## src/rtl/store_exp_table.sv

```systemverilog
// Expected-store table: one synchronous write port, one combinational read port.
// Contents are not reset; out-of-range indices read as zero and never write.
module store_exp_table #(
    parameter int DEPTH   = 8,
    parameter int ENTRY_W = 64,
    parameter int IDX_W   = 4
) (
    input  logic               clk,
    input  logic               we,
    input  logic [IDX_W-1:0]   waddr,
    input  logic [ENTRY_W-1:0] wdata,
    input  logic [IDX_W-1:0]   raddr,
    output logic [ENTRY_W-1:0] rdata
);

    localparam int AW = (DEPTH > 1) ? $clog2(DEPTH) : 1;
    localparam logic [IDX_W-1:0] DEPTH_I = IDX_W'(DEPTH);

    logic [ENTRY_W-1:0] mem [DEPTH];

    always_ff @(posedge clk) begin
        if (we && (waddr < DEPTH_I)) begin
            mem[waddr[AW-1:0]] <= wdata;
        end
    end

    assign rdata = (raddr < DEPTH_I) ? mem[raddr[AW-1:0]] : '0;

endmodule

```

## config.mk

```make
export PLATFORM = sky130hd
export DESIGN_NAME = store_exp_table
export DESIGN_NICKNAME = d
export VERILOG_FILES = /design/src/rtl/store_exp_table.sv
export SDC_FILE = /design/constraint.sdc
export NUM_CORES = 1
export LEC_CHECK = 0
export BUFFER_PORTS_ARGS = -buffer_cell sky130_fd_sc_hd__buf_4
export CAP_MARGIN = 20
export CORE_MARGIN = 2
export CORE_UTILIZATION = 54
export CTS_CLUSTER_SIZE = 8
export DETAILED_ROUTE_END_ITERATION = 7
export PLACE_DENSITY = 0.86
export SLEW_MARGIN = 20
export SYNTH_ARGS = -nofsm -noshare
export SYNTH_HDL_FRONTEND = slang
export SYNTH_SLANG_ARGS = --single-unit
```

## constraint.sdc

```tcl
create_clock -name clk -period 7.6 [get_ports clk]
set_input_delay 1.9 -clock clk [delete_from_list [all_inputs] [get_ports clk]]
set_output_delay 1.9 -clock clk [all_outputs]
set_load 0.02 [all_outputs]
```

==> results.py <==
metrics = {
    "final_layout": {
        "mostFrequentLayoutCell": "edfxtp_1",
        "fillers": 2223,
        "fin_nets": 1086,
        "diodes": 0,
        "synthToLayoutAreaGrowth_pct": 18.66,
        "largest_reg_flops": 512,
        "final_cell_mix": "edfxtp_1 (512), buf_4 (147), mux4_2 (128)",
        "drive_gt1_share_pct": 36.61,
        "fin_area_um2": 23060,
    },
    "sta": {
        "max_freq_mhz": 171.5,
        "setup_viol": 0,
        "worst_pin_slew_ns": 1.012,
        "hold_violations": 0,
        "layout_min_cycle_time_ns": 5.831,
        "drv_slew": 0,
        "slew_headroom_pct": 32.53,
        "rsz0062_at_grt": "false",
        "fin_setup_tns_ns": 0,
        "fin_crit_sh_pct": 76.73,
    },
    "drt": {
        "via_per_inst": 6.049,
        "dr_total_vias": 8935,
        "route.detailed.drc": 0,
        "wire_per_inst_um": 26.51,
        "drtPass1Iterations": 5,
        "final_antenna_net_count": 0,
        "drtIter0Drc": 792,
        "drt_wl_total_um": 39160,
    },
    "grt": {
        "track_usage_pct": 21.36,
        "antenna_found_initial": 0,
        "grt_pass1_vias": 9738,
        "grt_first_pass_wirelength_um": 59280,
        "grt_overflow": 0,
        "grt_max_degree": 84,
    },
    "clock_network": {
        "htreeDepth": 3,
        "root_buffer": "clkbuf_16",
        "postCtsSetupRepairBufs": 0,
        "cts_resized": 0,
        "cts_tree": "built",
        "ctsLongestPathBuffers": 3,
        "postCtsHoldBufs": 0,
        "clkSinkCount": 512,
        "clk_pin_slew_ns": 0.05,
        "cts_buffers": 73,
    },
    "critical_path": {
        "max_stage_delay_ns": 0.54,
        "cp-start-kind": "input port",
        "worst-path-max-fanout": 61,
        "criticalPathCategory": "in -> out",
        "crit_chain": "buf_8, buf_4, mux4_2, mux2i_1, nor2_1, buf_4",
        "crit_path_end_kind": "primary output",
        "cp_common_cell": "buf_4",
        "slowest_stage": "mux4_2",
        "worstPathArrival_ns": 3.93,
        "critical_path_required_ns": 5.70,
    },
    "synth": {
        "synth_area_per_cell_um2": 23.61,
        "synth_seq_area_share_pct": 79.13,
        "syn_inst": 823,
        "yosys_warnings": 0,
        "synthesis.area_um2": 19430,
        "ys_ff_latch": 512,
        "syn-num-nets": 897,
        "yosysUniqueCellTypes": 14,
    },
    "place": {
        "dpl-instance-area_um2": 21060,
        "hpwl_um": 19750,
        "place.port_buffers": 137,
        "gp_congestion": 0.7103,
    },
    "die": {
        "row_count": 69,
        "ios": 138,
        "die_w_um": 193.7,
        "initial_core_util_pct": 54.76,
        "dieHeight_um": 193.7,
        "die_area_um2": 37510,
        "core_area_um2": 35480,
    },
    "run_status": {
        "status": "complete, no violations",
    },
    "worst_hold_path": {
        "holdPathStages": 1,
        "holdCritPathClass": "in -> reg",
    },
    "power": {
        "ir_drop_v": 0.0001636,
        "power_leakage_nw": 7.734,
        "power.density_nw_per_um2": 275.3,
    },
    "flow_run": {
        "max_cap_viol_count": 0,
    },
}
final timing paths:
| path | start | end |
|---|---|---|
| max | raddr[0] | rdata[46] |
| min | wdata[16] | mem[1][16]$_DFFE_PP_ |
final cells by class:
type,instances,area [µm²],area share (%)
tap,461,576.8,2.502
clock inverter,2,17.52,0.07598
multi-input combinational,269,3884,16.84
timing repair buffer,156,1276,5.535
sequential,512,15370,66.68
clock buffer,77,1927,8.357
where the power goes:
group          internal, W  total [W]  switching (W)
clock              0.00176    0.00280        0.00104
sequential         0.00317    0.00319      0.0000136
combinational     0.000159   0.000356       0.000197
total              0.00509    0.00635        0.00125
cells by family (layout without fill, tap and decap cells):
kind of cell,count (synthesis),in the layout,synth area share (%)
buffers and inverters,42,235,1.166
DFF,512,512,79.13
muxes,192,192,18.13
and+or+nand+nor,77,77,1.571
per-layer routing:
layer | vias to the layer above | part of all wire [%] | global-route usage, %
met5 | - | 0 | 0
met4 | 0 | 2.2 | 7.294
met3 | 60 | 7.0 | 5.010
met2 | 353 | 51 | 34.81
met1 | 4712 | 40 | 28.83
li1 | 3810 | - | -
per-stage QoR:
step                power, W  utilization, %  hold slack [ns]  worst slack (ns)  instances
finish              0.006348           64.98            1.572             1.769       1477
global route        0.006536           64.98            1.555             1.563       1477
CTS                 0.006410           64.83            1.544             1.712       1475
detailed placement  0.003595           59.35            2.135             1.720       1396
global placement    0.003581           59.22            2.129             1.725       1394
floorplan           0.003445               -            1.999            0.2701        823
worst max-delay path: cells and delay by family:
kind | cells | cell delay (ns)
multiplexers | 2 | 0.75
buffers and inverters | 3 | 1.12
AND/OR/NAND/NOR | 1 | 0.06
cells in the mapped netlist (all sizes together):
| master | n | area share (%) |
|---|---|---|
| buf | 35 | 1.0 |
| mux4 | 128 | 15 |
| nand2 | 1 | 0.019 |
| nand2b | 2 | 0.064 |
| clkbuf | 7 | 0.14 |
| nor2 | 70 | 1.4 |
| nand3b | 1 | 0.039 |
| edfxtp | 512 | 79 |
| nor3 | 2 | 0.052 |
| mux2i | 64 | 3.3 |
| or3b | 1 | 0.045 |
Note: power is estimated with default switching activity, not from simulation.
